$ cat src/rtl/io_output_bank_if.sv
// Register-bus and per-channel handshake bundle for io_output_bank.
// The bank connects to the slave modport; the bus driver or bench connects to the master modport.
interface io_output_bank_if #(
    parameter int NUM_PORTS = 3,
    parameter int DATA_W    = 32
);
    logic [31:0]                  addr;
    logic [31:0]                  datain;
    logic                         write_io_enable;
    logic [NUM_PORTS-1:0]         upd_ack;
    logic [NUM_PORTS*DATA_W-1:0]  out_port;
    logic [NUM_PORTS-1:0]         sign_led;
    logic [NUM_PORTS-1:0]         upd_valid;
    logic [31:0]                  dataout;

    modport master (
        output addr, datain, write_io_enable, upd_ack,
        input  out_port, sign_led, upd_valid, dataout
    );

    modport slave (
        input  addr, datain, write_io_enable, upd_ack,
        output out_port, sign_led, upd_valid, dataout
    );
endinterface

$ cat src/rtl/io_output_bank.sv
// Shadow/commit output register bank with per-channel valid/ack handshake and overrun flags.
// Define IO_OUTPUT_SIGNMAG_EN to build the CTRL register and the per-channel sign-magnitude output.
module io_output_chan #(
    parameter int DATA_W = 32
) (
    input  logic              clk,
    input  logic              clrn,
    input  logic              shadow_wr,
    input  logic              commit,
    input  logic              ack,
    input  logic              ovr_clr,
    input  logic              conv,
    input  logic [DATA_W-1:0] wdata,
    output logic [DATA_W-1:0] shadow,
    output logic              dirty,
    output logic [DATA_W-1:0] out_val,
    output logic              sign,
    output logic              valid,
    output logic              overrun
);
    logic take;
    logic neg;

    assign take = commit & dirty;
    assign neg  = conv & shadow[DATA_W-1];

    always_ff @(posedge clk) begin
        if (!clrn) begin
            shadow  <= '0;
            dirty   <= 1'b0;
            out_val <= '0;
            sign    <= 1'b0;
            valid   <= 1'b0;
            overrun <= 1'b0;
        end else begin
            if (shadow_wr) begin
                shadow <= wdata;
                dirty  <= 1'b1;
            end else if (take) begin
                dirty  <= 1'b0;
            end
            if (take) begin
                // Negating the most negative value wraps back onto itself.
                out_val <= neg ? -shadow : shadow;
                sign    <= neg;
            end
            if (take)
                valid <= 1'b1;
            else if (ack)
                valid <= 1'b0;
            if (take && valid && !ack)
                overrun <= 1'b1;
            else if (ovr_clr)
                overrun <= 1'b0;
        end
    end
endmodule

module io_output_bank #(
    parameter int         NUM_PORTS = 3,
    parameter int         DATA_W    = 32,
    parameter logic [7:0] BASE_ADDR = 8'h80
) (
    input  logic             io_clk,
    input  logic             clrn,
    io_output_bank_if.slave  bus
);
    logic [5:0]                         wofs;
    logic                               wr;
    logic                               hit_ctrl;
    logic                               hit_commit;
    logic                               hit_status;
    logic [NUM_PORTS-1:0]               ctrl;
    logic [NUM_PORTS-1:0]               ovr_clr;
    logic [NUM_PORTS-1:0][DATA_W-1:0]   shadow;
    logic [NUM_PORTS-1:0][DATA_W-1:0]   out_q;
    logic [NUM_PORTS-1:0]               dirty;
    logic [NUM_PORTS-1:0]               sign;
    logic [NUM_PORTS-1:0]               valid;
    logic [NUM_PORTS-1:0]               overrun;
    logic [31:0]                        rdata;
    logic [31:0]                        dataout_q;
    logic                               unused_addr;

    // Word offset from the base; addresses below the base wrap out of range.
    assign wofs        = bus.addr[7:2] - BASE_ADDR[7:2];
    assign wr          = bus.write_io_enable;
    assign hit_ctrl    = (wofs == 6'd8);
    assign hit_commit  = (wofs == 6'd9);
    assign hit_status  = (wofs == 6'd10);
    assign ovr_clr     = {NUM_PORTS{wr & hit_status}} & bus.datain[16 +: NUM_PORTS];
    assign unused_addr = ^{bus.addr[31:8], bus.addr[1:0]};

`ifdef IO_OUTPUT_SIGNMAG_EN
    always_ff @(posedge io_clk) begin
        if (!clrn)
            ctrl <= '0;
        else if (wr && hit_ctrl)
            ctrl <= bus.datain[NUM_PORTS-1:0];
    end
`else
    assign ctrl = '0;
`endif

    for (genvar i = 0; i < NUM_PORTS; i++) begin : g_chan
        io_output_chan #(.DATA_W(DATA_W)) u_chan (
            .clk       (io_clk),
            .clrn      (clrn),
            .shadow_wr (wr && (wofs == 6'(i))),
            .commit    (wr && hit_commit),
            .ack       (bus.upd_ack[i]),
            .ovr_clr   (ovr_clr[i]),
            .conv      (ctrl[i]),
            .wdata     (bus.datain[DATA_W-1:0]),
            .shadow    (shadow[i]),
            .dirty     (dirty[i]),
            .out_val   (out_q[i]),
            .sign      (sign[i]),
            .valid     (valid[i]),
            .overrun   (overrun[i])
        );
    end

    always_comb begin
        rdata = '0;
        for (int i = 0; i < NUM_PORTS; i++)
            if (wofs == 6'(i))
                rdata = 32'(shadow[i]);
        if (hit_ctrl)
            rdata = 32'(ctrl);
        if (hit_status)
            rdata = {8'h00, 8'(overrun), 8'(valid), 8'(dirty)};
    end

    always_ff @(posedge io_clk) begin
        if (!clrn)
            dataout_q <= '0;
        else
            dataout_q <= rdata;
    end

    assign bus.out_port  = out_q;
    assign bus.sign_led  = sign;
    assign bus.upd_valid = valid;
    assign bus.dataout   = dataout_q;
endmodule

$ cat src/flat_wrapper.sv
// flat-port wrapper written by rule: the top's interface ports become plain ports
module io_output_bank_flat 
#(
    parameter int         NUM_PORTS = 3,
    parameter int         DATA_W    = 32,
    parameter logic [7:0] BASE_ADDR = 8'h80
)
  (io_clk, clrn, bus_addr, bus_datain, bus_write_io_enable, bus_upd_ack, bus_out_port, bus_sign_led, bus_upd_valid, bus_dataout);
  io_output_bank_if #(.NUM_PORTS(NUM_PORTS), .DATA_W(DATA_W)) bus_i ();
  input  logic io_clk;
  input  logic clrn;
  input wire logic [$bits(bus_i.addr)-1:0] bus_addr;
  input wire logic [$bits(bus_i.datain)-1:0] bus_datain;
  input wire logic [$bits(bus_i.write_io_enable)-1:0] bus_write_io_enable;
  input wire logic [$bits(bus_i.upd_ack)-1:0] bus_upd_ack;
  output wire logic [$bits(bus_i.out_port)-1:0] bus_out_port;
  output wire logic [$bits(bus_i.sign_led)-1:0] bus_sign_led;
  output wire logic [$bits(bus_i.upd_valid)-1:0] bus_upd_valid;
  output wire logic [$bits(bus_i.dataout)-1:0] bus_dataout;
  assign bus_i.addr = bus_addr;
  assign bus_i.datain = bus_datain;
  assign bus_i.write_io_enable = bus_write_io_enable;
  assign bus_i.upd_ack = bus_upd_ack;
  assign bus_out_port = bus_i.out_port;
  assign bus_sign_led = bus_i.sign_led;
  assign bus_upd_valid = bus_i.upd_valid;
  assign bus_dataout = bus_i.dataout;
  io_output_bank #(.NUM_PORTS(NUM_PORTS), .DATA_W(DATA_W), .BASE_ADDR(BASE_ADDR)) u_core (.io_clk(io_clk), .clrn(clrn), .bus(bus_i));
endmodule
$ cat config.mk
export PLATFORM = sky130hd
export DESIGN_NAME = io_output_bank_flat
export DESIGN_NICKNAME = d
export VERILOG_FILES = /design/src/rtl/io_output_bank_if.sv /design/src/rtl/io_output_bank.sv /design/src/flat_wrapper.sv
export SDC_FILE = /design/constraint.sdc
export NUM_CORES = 1
export LEC_CHECK = 0
export ABC_AREA = 1
export CORE_ASPECT_RATIO = 0.9
export CORE_MARGIN = 3
export CORE_UTILIZATION = 35
export CTS_BUF_LIST = sky130_fd_sc_hd__clkbuf_2
export DETAILED_ROUTE_END_ITERATION = 12
export SLEW_MARGIN = 20
export SYNTH_ARGS = -nofsm -noshare
export SYNTH_HDL_FRONTEND = slang
export SYNTH_SLANG_ARGS = --single-unit
$ cat constraint.sdc
create_clock -name io_clk -period 4.4 [get_ports io_clk]
set_input_delay 0.88 -clock io_clk [delete_from_list [all_inputs] [get_ports io_clk]]
set_output_delay 0.88 -clock io_clk [all_outputs]
set_load 0.02 [all_outputs]
# Yosys cells after proc, flatten, opt, wreduce, memory -nomap -nowiden
# Cells that the tools add are included.
# classes
bitwise,6
add_sub_neg,1
eq_ne,5
reduce_logical,24
n_mux,23
# op_table
op,count
32-bit 2-to-1 mux,3
19-bit 2-to-1 mux,2
6-bit by 4-bit equality test with 1-bit output (second input constant),3
1-bit 2-to-1 mux,18
2-bit nonzero test,9
1-bit logical AND,10
6-bit by 1-bit equality test with 1-bit output (second input constant),1
6-bit by 2-bit equality test with 1-bit output (second input constant),1
6-bit logical NOT,1
6-bit subtractor (second input constant),1
1-bit bitwise AND,4
3-bit bitwise AND,1
1-bit logical NOT,3
3-bit OR reduction,1
1-bit inverter,1
# totals
output_inout_bits,134
register_bits,233
wordCells,76
input_bits,70

# Depth between registers and ports, before layout
# depth
ltp_word,7
ltp_mapped,10
mapped_depth_nobuf,9

# By module
# A second synthesis with hierarchy kept.
# hier_totals
cells_unflattened,1778
area_unflattened_um2,12025.3
# modules_own_cells
module,instances,area_each_um2,cells_per_inst
io_output_chan,3,3359.5,493
io_output_bank,1,1946.9,299

# Least setup slack after synthesis
# OpenSTA, ideal clock, no wires.
# synth_timing
path_kind,input-to-reg
start,input bus_addr[5]
end,register u_core.g_chan[0].u_chan.shadow[22]
setup_slack_ns,2.402
stages,8
setup_ns,0.116
arrival_time_ns,1.882
path_buffers,2
path_cell_list,nor2_1 > buf_2 > nand2_2 > nor2_4 > nand2_2 > clkbuf_1 > o21ai_0 > nor2_1
# synth_via
elab_chain_len,3
# synth_lines
element,line,source
"start, declared",flat_wrapper.sv:12,input wire logic [$bits(bus_i.addr)-1:0] bus_addr;
6-bit subtractor,io_output_bank.sv:86,assign wofs = bus.addr[7:2] - BASE_ADDR[7:2];
6-bit logical NOT,io_output_bank.sv:109,".shadow_wr (wr && (wofs == 6'(i))),"
1-bit logical AND,io_output_bank.sv:109,
"end signal, assigned",io_output_bank.sv:37,shadow <= wdata;
"end, declared",io_output_bank.sv:14,"output logic [DATA_W-1:0] shadow,"
# No other way between the ends.
# A chain may end at the register's enable or synchronous reset.

# Worst setup path after layout
# layout_timing
start,register u_core.g_chan[2].u_chan.out_val[15]
end,output bus_out_port[79]
# layout_lines
element,line,source
"start, declared",io_output_bank.sv:16,"output logic [DATA_W-1:0] out_val,"
"start signal, assigned",io_output_bank.sv:44,out_val <= neg ? -shadow : shadow;
"end, declared",flat_wrapper.sv:16,output wire logic [$bits(bus_i.out_port)-1:0] bus_out_port;
# No word-level cell between the ends.

==> impl_metrics.toml <==
[logic_synthesis]
ys_warn_count = 0
syn_area_um2 = 8670
postSynthCellCount = 1164
synth.avg_cell_area_um2 = 7.45
synth.distinct_cells = 20
synth-seq-cells = 233
yosysSeqAreaShare = 0.538

[drt]
drcViolationCount = 0
routed_wl_um = 28500
vias = 8188
post_drt_wl_per_cell_um = 16.9
dr.pass1.iters = 4
ant_nets = 0
viasPerCell = 4.84
drtIter0Drc = 550

[placement]
hpwl_um = 17500
io_buffers = 174
dp_cells = 1584
gp_congestion = 0.857

[power]
power.leakage_nw = 4.10
pwr_density_cell_nw_per_um2 = 333
worst_ir_drop_vdd_mv = 0.159

[floorplan]
die_w_um = 172
dieArea_um2 = 26700
row_count = 54
num_io_pins = 204
dieHeight_um = 155
core_area_um2 = 24300
initial_core_util = 0.357

[worst_setup_path]
cp-end-kind = "output pin"
cpMaxStageDelayCell = "clkdlybuf4s50_1"
worstSetupPathType = "reg -> out"
path_cells = "clkdlybuf4s50_1"
critPathMaxFanout = 2
cp.arrival_ps = 1970
startpoint_type = "flop"
cpLargestDelayFamily = "buffers and inverters"
critPathBufInv = 1
worstPathRequired_ps = 3520
slowest_delay_ps = 750

[cts]
cts_buffers = 60
clockBufferDepth = 3
clock-root-buffer = "clkbuf_2"
cts_tree = "done"
h-tree-depth = 2
clk_latency_ps = 840
holdBufCountCts = 0
cts_resized = 0
clkTransAtPathRegs_ps = 110
post-cts-setup-buffer-count = 0
cts.sinks = 233

[final_layout]
nFillCells = 2550
drive_above_1_share = 0.0942
multi_input_area_um2 = 3450
final_cell_count_no_fill = 1690
area_growth_pct = 27.1
nets = 1408
regArea_um2 = 4660
fin_util = 0.453

[grt]
grt_pass1_vias = 7825
grt_use_total = 0.209
overflow = 0
antenna_found_initial = 1
grt_pass1_wl_um = 43700
grt_max_degree = 112

[timing]
max_freq_ghz = 0.351
finClkSkew_ps = 74.8
hold_viol = 0
tightest_slew_ps = 947
post-route-min-period_ps = 2850
hold_slack_ps = 449
setup_viol = 0
slew_violations = 0
rsz0062_at_grt = "false"
post-route-period-util = 0.647
slew_headroom = 0.368
tns_ps = 0

[hold_path]
hold_class = "reg -> reg"

[job]
maxCapViolations = 0

[run_status]
run_status = "completed"
-- placed cells by master (no fill, tap or decap) --
cell type | synthesis | layout
a21oi_1 | 102 | 102
buf_2 | 12 | 1
buf_4 | 16 | 12
clkbuf_2 | 0 | 89
clkdlybuf4s50_1 | 0 | 173
clkinv_1 | 1 | 14
clkinv_2 | 0 | 1
clkinvlp_4 | 0 | 1
conb_1 | 1 | 3
dfxtp_1 | 233 | 233
diode_2 | 0 | 2
inv_1 | 38 | 37
inv_2 | 10 | 10
inv_6 | 0 | 1
nand2_1 | 302 | 302
nand2_2 | 4 | 4
nand3_1 | 50 | 50
nand3_2 | 3 | 3
nand4_1 | 12 | 12
nor2_1 | 225 | 225
nor2_2 | 5 | 5
nor2_4 | 3 | 3
o21a_1 | 3 | 3
o21ai_0 | 96 | 96
-- flip-flops by register name, summed over array words and instances (netlist names) --
name,flops
u_core.g_chan.u_chan.dirty,3
u_core.g_chan.u_chan.out_val,96
u_core.g_chan.u_chan.valid,3
u_core.g_chan.u_chan.overrun,3
u_core.g_chan.u_chan.shadow,96
u_core.bus.dataout,32
-- path summary, 6_finish.rpt --
check / startpoint / endpoint / depth (start not counted) / slack [ps]
max: u_core.g_chan[2].u_chan.out_val[15]$_SDFFE_PN0P_ / bus_out_port[79] / 1 / 1550
min: u_core.g_chan[0].u_chan.shadow[29]$_SDFFE_PN0P_ / u_core.g_chan[0].u_chan.out_val[29]$_SDFFE_PN0P_ / 2 / 450
min reg2reg: u_core.g_chan[0].u_chan.shadow[29]$_SDFFE_PN0P_ / u_core.g_chan[0].u_chan.out_val[29]$_SDFFE_PN0P_ / 2 / 450
max reg2reg: u_core.g_chan[1].u_chan.dirty$_SDFFE_PN0P_ / u_core.g_chan[1].u_chan.out_val[31]$_SDFFE_PN0P_ / 5 / 2530
-- cell usage after synthesis --
library cell  count  area (um^2)
conb_1            1         3.75
buf_6             3         33.8
dfxtp_1         233         4660
a21oi_1         102          510
nand4_1          12         75.1
nand3_1          50          250
inv_1            38          143
nand2_1         302         1130
o21ai_0          96          480
nand3_2           3         30.0
o21a_1            3         22.5
buf_2            12         60.1
clkbuf_1         45          169
nor2_1          225          845
buf_4            16          120
clkinv_1          1         3.75
nor2_4            3         33.8
nor2_2            5         31.3
nand2_2           4         25.0
inv_2            10         37.5
-- area by class of cell --
class                      count  area share
clock inverter                15     0.00556
timing repair buffer         186       0.166
antenna                        2    0.000454
clock buffer                  89      0.0404
multi-input combinational    808       0.313
tap                          308      0.0350
inverter                      49      0.0171
sequential                   233       0.423
-- report_power, final --
group / switching [mW] / internal [mW]
registers: 0.00600 / 2.11
clock network: 0.867 / 0.534
logic: 0.0935 / 0.0532
total: 0.966 / 2.70
-- kinds of logic after synthesis --
group | count (synthesis) | share of synthesized area
DFF | 233 | 0.538
buffers and inverters | 125 | 0.0654
AOI/OAI and AO/OA | 201 | 0.117
other | 1 | 0.000432
and+or+nand+nor | 604 | 0.279
-- per-stage QoR --
stage | power, mW | instance area, um^2 | setup WS, ps
4_1_cts | 3.72 | 11000 | 1440
3_5_place_dp | 2.31 | 10500 | 1100
5_1_grt | 3.86 | 11000 | 1430
2_1_floorplan | 2.24 | 8680 | 2400
6_report | 3.67 | 11000 | 1550
3_3_place_gp | 2.31 | 10500 | 1100
-- metal layers --
| layer | global-route usage | vias up | part of all wire |
|---|---|---|---|
| met1 | 0.298 | 3757 | 0.47 |
| li1 | - | 4086 | - |
| met2 | 0.312 | 297 | 0.43 |
| met5 | 0 | - | 0 |
| met3 | 0.0488 | 48 | 0.080 |
| met4 | 0.0684 | 0 | 0.021 |
No activity file was read; power rests on OpenSTA's default activity.
